File: src/rtl/bias_ctrl_pkg.sv
// Shared types and constants for the bias RAM sequencer/arbiter.
package bias_ctrl_pkg;

  localparam int DEF_ADDR_W    = 4;
  localparam int DEF_DATA_W    = 32;
  localparam int OUT_BUF_DEPTH = 2;

  typedef enum logic [1:0] {
    IDLE  = 2'd0,
    BURST = 2'd1,
    DRAIN = 2'd2
  } bias_state_e;

endpackage

File: src/rtl/bias_out_fifo.sv
// Two-entry synchronous FIFO carrying {last, data} beats towards the stream port.
module bias_out_fifo
  import bias_ctrl_pkg::*;
#(
  parameter int W = DEF_DATA_W + 1
) (
  input  logic         clk,
  input  logic         rst_n,
  input  logic         push,
  input  logic [W-1:0] push_data,
  input  logic         pop,
  output logic [W-1:0] head,
  output logic [1:0]   count
);

  logic [W-1:0] mem_q [OUT_BUF_DEPTH];
  logic [W-1:0] mem_d [OUT_BUF_DEPTH];
  logic         wr_ptr_q, wr_ptr_d;
  logic         rd_ptr_q, rd_ptr_d;
  logic [1:0]   count_q, count_d;
  logic         push_ok_s, pop_ok_s;

  // Next-state for storage, pointers and occupancy; a push into a full buffer is only taken alongside a pop.
  always_comb begin
    pop_ok_s  = pop && (count_q != 2'd0);
    push_ok_s = push && ((count_q != 2'(OUT_BUF_DEPTH)) || pop_ok_s);
    mem_d     = mem_q;
    if (push_ok_s) begin
      mem_d[wr_ptr_q] = push_data;
      wr_ptr_d        = ~wr_ptr_q;
    end else begin
      wr_ptr_d = wr_ptr_q;
    end
    if (pop_ok_s) begin
      rd_ptr_d = ~rd_ptr_q;
    end else begin
      rd_ptr_d = rd_ptr_q;
    end
    case ({push_ok_s, pop_ok_s})
      2'b10:   count_d = count_q + 2'd1;
      2'b01:   count_d = count_q - 2'd1;
      default: count_d = count_q;
    endcase
  end

  // Pointer and occupancy registers; reset flushes the buffer.
  always_ff @(posedge clk) begin
    if (!rst_n) begin
      wr_ptr_q <= 1'b0;
      rd_ptr_q <= 1'b0;
      count_q  <= 2'd0;
    end else begin
      wr_ptr_q <= wr_ptr_d;
      rd_ptr_q <= rd_ptr_d;
      count_q  <= count_d;
    end
  end

  // Data storage; contents are meaningless while count is zero, so no reset.
  always_ff @(posedge clk) begin
    mem_q <= mem_d;
  end

  assign head  = mem_q[rd_ptr_q];
  assign count = count_q;

endmodule

File: src/rtl/bias_ram_ctrl.sv
// Arbitrates the single-port bias RAM between host loads and compute bursts,
// streaming burst data through a 2-entry buffer with full backpressure.
module bias_ram_ctrl
  import bias_ctrl_pkg::*;
#(
  parameter int ADDR_W = DEF_ADDR_W,
  parameter int DATA_W = DEF_DATA_W
) (
  input  logic              clk,
  input  logic              rst_n,
  input  logic              ld_valid,
  output logic              ld_ready,
  input  logic [ADDR_W-1:0] ld_addr,
  input  logic [DATA_W-1:0] ld_data,
  input  logic              rd_start,
  input  logic [ADDR_W-1:0] rd_base,
  input  logic [ADDR_W:0]   rd_len,
  output logic              rd_busy,
  output logic              rd_done,
  output logic              b_valid,
  input  logic              b_ready,
  output logic [DATA_W-1:0] b_data,
  output logic              b_last,
  output logic              ram_en,
  output logic              ram_we,
  output logic [ADDR_W-1:0] ram_addr,
  output logic [DATA_W-1:0] ram_di,
  input  logic [DATA_W-1:0] ram_dout
);

  localparam logic [ADDR_W:0] LEN_ONE = (ADDR_W+1)'(1);

  bias_state_e       state_q, state_d;
  logic [ADDR_W-1:0] base_q, base_d;
  logic [ADDR_W:0]   len_q, len_d;
  logic [ADDR_W:0]   issued_q, issued_d;
  logic              inflight_q, inflight_d;
  logic              infl_last_q, infl_last_d;
  logic              done_q, done_d;

  logic [1:0]        fifo_count_s;
  logic [DATA_W:0]   fifo_head_s;
  logic [2:0]        occ_s;
  logic [ADDR_W:0]   issued_nxt_s;
  logic              pop_s, issue_s, ld_fire_s;

  assign b_valid      = (fifo_count_s != 2'd0);
  assign b_data       = fifo_head_s[DATA_W-1:0];
  assign b_last       = fifo_head_s[DATA_W] && b_valid;
  assign pop_s        = b_valid && b_ready;
  assign ld_ready     = rst_n && (state_q == IDLE) && !rd_start;
  assign ld_fire_s    = ld_valid && ld_ready;
  assign rd_busy      = (state_q != IDLE);
  assign rd_done      = done_q;
  assign issued_nxt_s = issued_q + LEN_ONE;
  // Buffered plus in-flight beats, compared against what the buffer can hold after this cycle's pop.
  assign occ_s        = {1'b0, fifo_count_s} + {2'b00, inflight_q};
  assign issue_s      = rst_n && (state_q == BURST) && (issued_q != len_q) &&
                        (occ_s < (3'd2 + {2'b00, pop_s}));

  // RAM port mux: a load and a burst read never coincide because loads are only accepted in IDLE.
  always_comb begin
    if (ld_fire_s) begin
      ram_en   = 1'b1;
      ram_we   = 1'b1;
      ram_addr = ld_addr;
      ram_di   = ld_data;
    end else if (issue_s) begin
      ram_en   = 1'b1;
      ram_we   = 1'b0;
      ram_addr = base_q + issued_q[ADDR_W-1:0];
      ram_di   = ld_data;
    end else begin
      ram_en   = 1'b0;
      ram_we   = 1'b0;
      ram_addr = ld_addr;
      ram_di   = ld_data;
    end
  end

  // FSM and counter next-state: capture the burst, count issued reads, track the in-flight beat.
  always_comb begin
    state_d     = state_q;
    base_d      = base_q;
    len_d       = len_q;
    issued_d    = issue_s ? issued_nxt_s : issued_q;
    inflight_d  = issue_s;
    infl_last_d = issue_s && (issued_nxt_s == len_q);
    done_d      = 1'b0;
    case (state_q)
      IDLE: begin
        if (rd_start) begin
          base_d   = rd_base;
          len_d    = rd_len;
          issued_d = '0;
          if (rd_len != '0) begin
            state_d = BURST;
          end else begin
            done_d = 1'b1;
          end
        end else begin
          state_d = IDLE;
        end
      end
      BURST: begin
        if (issue_s && (issued_nxt_s == len_q)) begin
          state_d = DRAIN;
        end else begin
          state_d = BURST;
        end
      end
      DRAIN: begin
        if (pop_s && b_last) begin
          state_d = IDLE;
          done_d  = 1'b1;
        end else begin
          state_d = DRAIN;
        end
      end
      default: state_d = IDLE;
    endcase
  end

  // Sequencer registers; reset aborts any burst without a completion pulse.
  always_ff @(posedge clk) begin
    if (!rst_n) begin
      state_q     <= IDLE;
      base_q      <= '0;
      len_q       <= '0;
      issued_q    <= '0;
      inflight_q  <= 1'b0;
      infl_last_q <= 1'b0;
      done_q      <= 1'b0;
    end else begin
      state_q     <= state_d;
      base_q      <= base_d;
      len_q       <= len_d;
      issued_q    <= issued_d;
      inflight_q  <= inflight_d;
      infl_last_q <= infl_last_d;
      done_q      <= done_d;
    end
  end

  bias_out_fifo #(.W(DATA_W + 1)) u_fifo (
    .clk       (clk),
    .rst_n     (rst_n),
    .push      (inflight_q),
    .push_data ({infl_last_q, ram_dout}),
    .pop       (pop_s),
    .head      (fifo_head_s),
    .count     (fifo_count_s)
  );

endmodule

File: config.mk
export PLATFORM = sky130hd
export DESIGN_NAME = bias_ram_ctrl
export DESIGN_NICKNAME = d
export VERILOG_FILES = /design/src/rtl/bias_ctrl_pkg.sv /design/src/rtl/bias_out_fifo.sv /design/src/rtl/bias_ram_ctrl.sv
export SDC_FILE = /design/constraint.sdc
export NUM_CORES = 1
export LEC_CHECK = 0
export CAP_MARGIN = 10
export CORE_MARGIN = 2
export CORE_UTILIZATION = 43
export DETAILED_ROUTE_END_ITERATION = 10
export GPL_ROUTABILITY_DRIVEN = 0
export MAX_ROUTING_LAYER = met4
export PLACE_DENSITY = 0.79
export SLEW_MARGIN = 15
export SYNTH_ARGS = -nofsm -noshare
export SYNTH_HDL_FRONTEND = slang
export SYNTH_SLANG_ARGS = --single-unit
File: constraint.sdc
create_clock -name clk -period 3.3 [get_ports clk]
set_input_delay 0.66 -clock clk [delete_from_list [all_inputs] [get_ports clk]]
set_output_delay 0.66 -clock clk [all_outputs]
set_load 0.01 [all_outputs]
==> flow_summary_export.csv <==
group,metric,value,unit
clock_network,postCtsSetupBuffers,0,
clock_network,clock_path_buffers,2,
logic_synthesis,avgSynthCellArea,13.75,um2
logic_synthesis,synthSimpleGateAreaFrac,0.08621,
cells_and_area,area_growth_syn_to_layout,26.92,%
sta,timing.final.ws_setup,0.1151,ns
cells_and_area,antenna_cells,0,
cells_and_area,nets,444,
grt,grt_pass1_vias,2408,
grt,grt_max_degree,35,
worst_hold_path,hold_path_end,"u_fifo.mem_q[65]$_DFFE_PP_",
worst_hold_path,min_path_cells,0,
cells_and_area,most-common-layout-cells,"clkdlybuf4s50_1 (91), edfxtp_1 (66), mux2_2 (35), nand2_1 (24), dfxtp_1 (23)",
floorplanning,dieArea,9893,um2
floorplanning,ios,157,
route,ant_nets,0,
power,leakagePower,1.716,nW
floorplanning,die_x,99.47,um
sta,setup_viol,0,
clock_network,cts_root_buf,"clkbuf_8",
logic_synthesis,syn_area,3919,um2
power,power_density,514.4,nW/um2
cells_and_area,drive_above_1_share,0.1866,
clock_network,cts_sinks,89,
sta,worstMarginPinSlew,0.9879,ns
floorplanning,core_area,8763,um2
route,viasPerCell,5.000,
setup_path,path_class,"in2out",
setup_path,required,2.64,ns
sta,slew_violations,0,
sta,skew,0.01317,ns
grt,grt_antenna_before_repair,0,
job,max_cap_violations,0,
logic_synthesis,ys_seq_area_frac,0.6232,
logic_synthesis,syn_inst,285,
worst_hold_path,hold_path.class,"reg2reg",
cells_and_area,final_common_cell,"clkdlybuf4s50_1",
worst_hold_path,holdCritStartpoint,"infl_last_q$_SDFF_PN0_",
setup_path,rrSetupSlack,1.09,ns
grt,grt_usage,0.1534,
sta,hold_violations,0,
logic_synthesis,synth_flop_cell,"edfxtp_1",
logic_synthesis,synth_adder_area_share,0.02746,
sta,min_period,3.185,ns
logic_synthesis,yosysWarnings,0,
grt,grt_pass1_wl,11.47,mm
logic_synthesis,synthArstFlopShare,0,
route,drt_wl_total,7.249,mm
clock_network,ctsResizeCount,1,
logic_synthesis,ys_types,40,
route,drcViolationCount,0,
placement,placement.cell_area,4763,um2
setup_path,r2r-start,"u_fifo.count[1]$_SDFFE_PN0P_",
clock_network,cts_made_buffers,9,
sta,min_period_over_period,0.9651,
setup_path,rr_worst_depth,5,
clock_network,cts_max_level,3,
logic_synthesis,synth_nets,375,
sta,fmax,0.3140,GHz
clock_network,cts.clk_slew.worst_paths,0.09,ns
placement,hpwl,5.127,mm
floorplanning,initial_core_util,0.4472,
setup_path,endpoint_kind,"output pin",
cells_and_area,n_fill_cell,706,
route,vias,2335,
run_status,status,"completed",
route,wl_per_cell,15.52,um
placement,numPortBuffers,92,
floorplanning,num_rows,34,
placement,pre_cts_ws,-0.02600,ns
setup_path,worstReg2RegEnd,"u_fifo.count[1]$_SDFFE_PN0P_",
sta,relSlewSlack,0.3399,
logic_synthesis,synthMuxAreaShare,0.1159,
route,drt_iter0_markers,55,
clock_network,cts-hold-fix-buffers,0,
power,irDropWorstVdd,0.2661,mV
clock_network,worstSkewPairLatency,0.34,ns
logic_synthesis,synthXorXnorAreaFrac,0.02905,
floorplanning,die_h,99.47,um
grt,grt-ovfl-total,0,
cells_and_area,finalCoreUtilization,0.5675,
setup_path,worst_ep_arrival_time,2.52,ns
logic_synthesis,synth-edff-count,66,
sta,rsz0062_at_grt,"false",
cells_and_area,fin_area,4974,um2
logic_synthesis,ys_seq_elements,89,
logic_synthesis,synth_top_family_by_area,"multiplexers",
setup_path,path_max_fanout,4,
route,dr.pass1.iters,4,
setup_path,start_kind,"input port",
logic_synthesis,synth_compound_area_frac,0.04023,
clock_network,cts_tree,"built",
## layout make-up
cell class / count / area (um2) / area share
sequential: 89 / 2442 / 0.4911
multi-input combinational: 147 / 1194 / 0.2400
timing repair buffer: 98 / 968.4 / 0.1947
tap: 108 / 135.1 / 0.02717
clock buffer: 9 / 123.9 / 0.02491
clock inverter: 7 / 76.32 / 0.01535
inverter: 9 / 33.78 / 0.006792
## through the flow
step / power [mW] / hold slack, ns / instances / TNS, ns
floorplan: 1.614 / 0.4037 / 285 / 0
global route: 2.675 / 0.4544 / 467 / 0
CTS: 2.589 / 0.4287 / 467 / 0
global placement: 1.839 / 0.4052 / 451 / 0
detailed placement: 1.848 / 0.4157 / 451 / -0.07581
finish: 2.558 / 0.4231 / 467 / 0
## worst max path at each step
stage	startpoint	endpoint	slack (ns)	cells after the start
after global placement	b_ready	ram_addr[2]	0.006	7
after detailed placement	b_ready	ram_addr[3]	-0.03	7
final	b_ready	ram_addr[2]	0.12	7
after global routing	len_q[4]$_SDFFE_PN0P_	ram_en	0.02	7
after CTS	b_ready	ram_addr[2]	0.04	7
after floorplan	b_ready	u_fifo.mem_q[33]$_DFFE_PP_	0.68	2
## registers in the layout (all words and copies together), names as in the netlist, 2 cells and up
| name | flops |
|---|---|
| base_q | 4 |
| issued_q | 5 |
| len_q | 5 |
| state_q | 2 |
| u_fifo.count | 2 |
| u_fifo.mem_q | 66 |
## synthesized netlist by cell type, drive strengths merged, types with 2 or more instances
cell type  count  area share
and2           7       0.011
mux2          35        0.10
mux2i          6       0.015
edfxtp        66        0.51
clkbuf         6      0.0057
nor3b          3      0.0057
xor2           4      0.0089
inv            9      0.0086
nor3           6       0.012
or2            2      0.0032
or3            2      0.0032
xnor2          9       0.020
buf           34       0.064
ha             7       0.022
o31ai          2      0.0038
a21boi        10       0.019
dfxtp         23        0.12
o21ai          5      0.0073
nand2         25       0.024
nor2           8      0.0083
a21oi          2      0.0026
nand3          4      0.0051
## layer usage
layer  track usage  vias up  routed length, um
li1              -     1126                  -
met1        0.1803     1101               3136
met2        0.2531       79               3462
met3       0.02811       29                433
met4       0.07798        0                216
met5             -        -                  0
## report_power, final
part / internal, mW / leakage (nW) / switching, mW
Combinational: 0.311 / 0.837 / 0.224
Clock: 0.355 / 0.0962 / 0.384
Sequential: 1.25 / 0.783 / 0.0318
Total: 1.92 / 1.72 / 0.640
## worst max-delay path, cell delays in order
cell and delay, ns:
clkdlybuf4s50_1 0.52, o21ai_2 0.08, o21ai_1 0.19, nand2_2 0.11, nor2_4 0.15, mux2_2 0.34, clkdlybuf4s50_1 0.48
## cell families (layout without fill, tap and decap cells)
logic type	after synthesis	in the layout
adders and majority gates	8	8
muxes	41	41
AOI/OAI and AO/OA	23	23
and+or+nand+nor	62	62
DFF	89	89
buffers and inverters	49	123
xor gates and xnor gates	13	13
No activity file was read; power rests on OpenSTA's default activity.
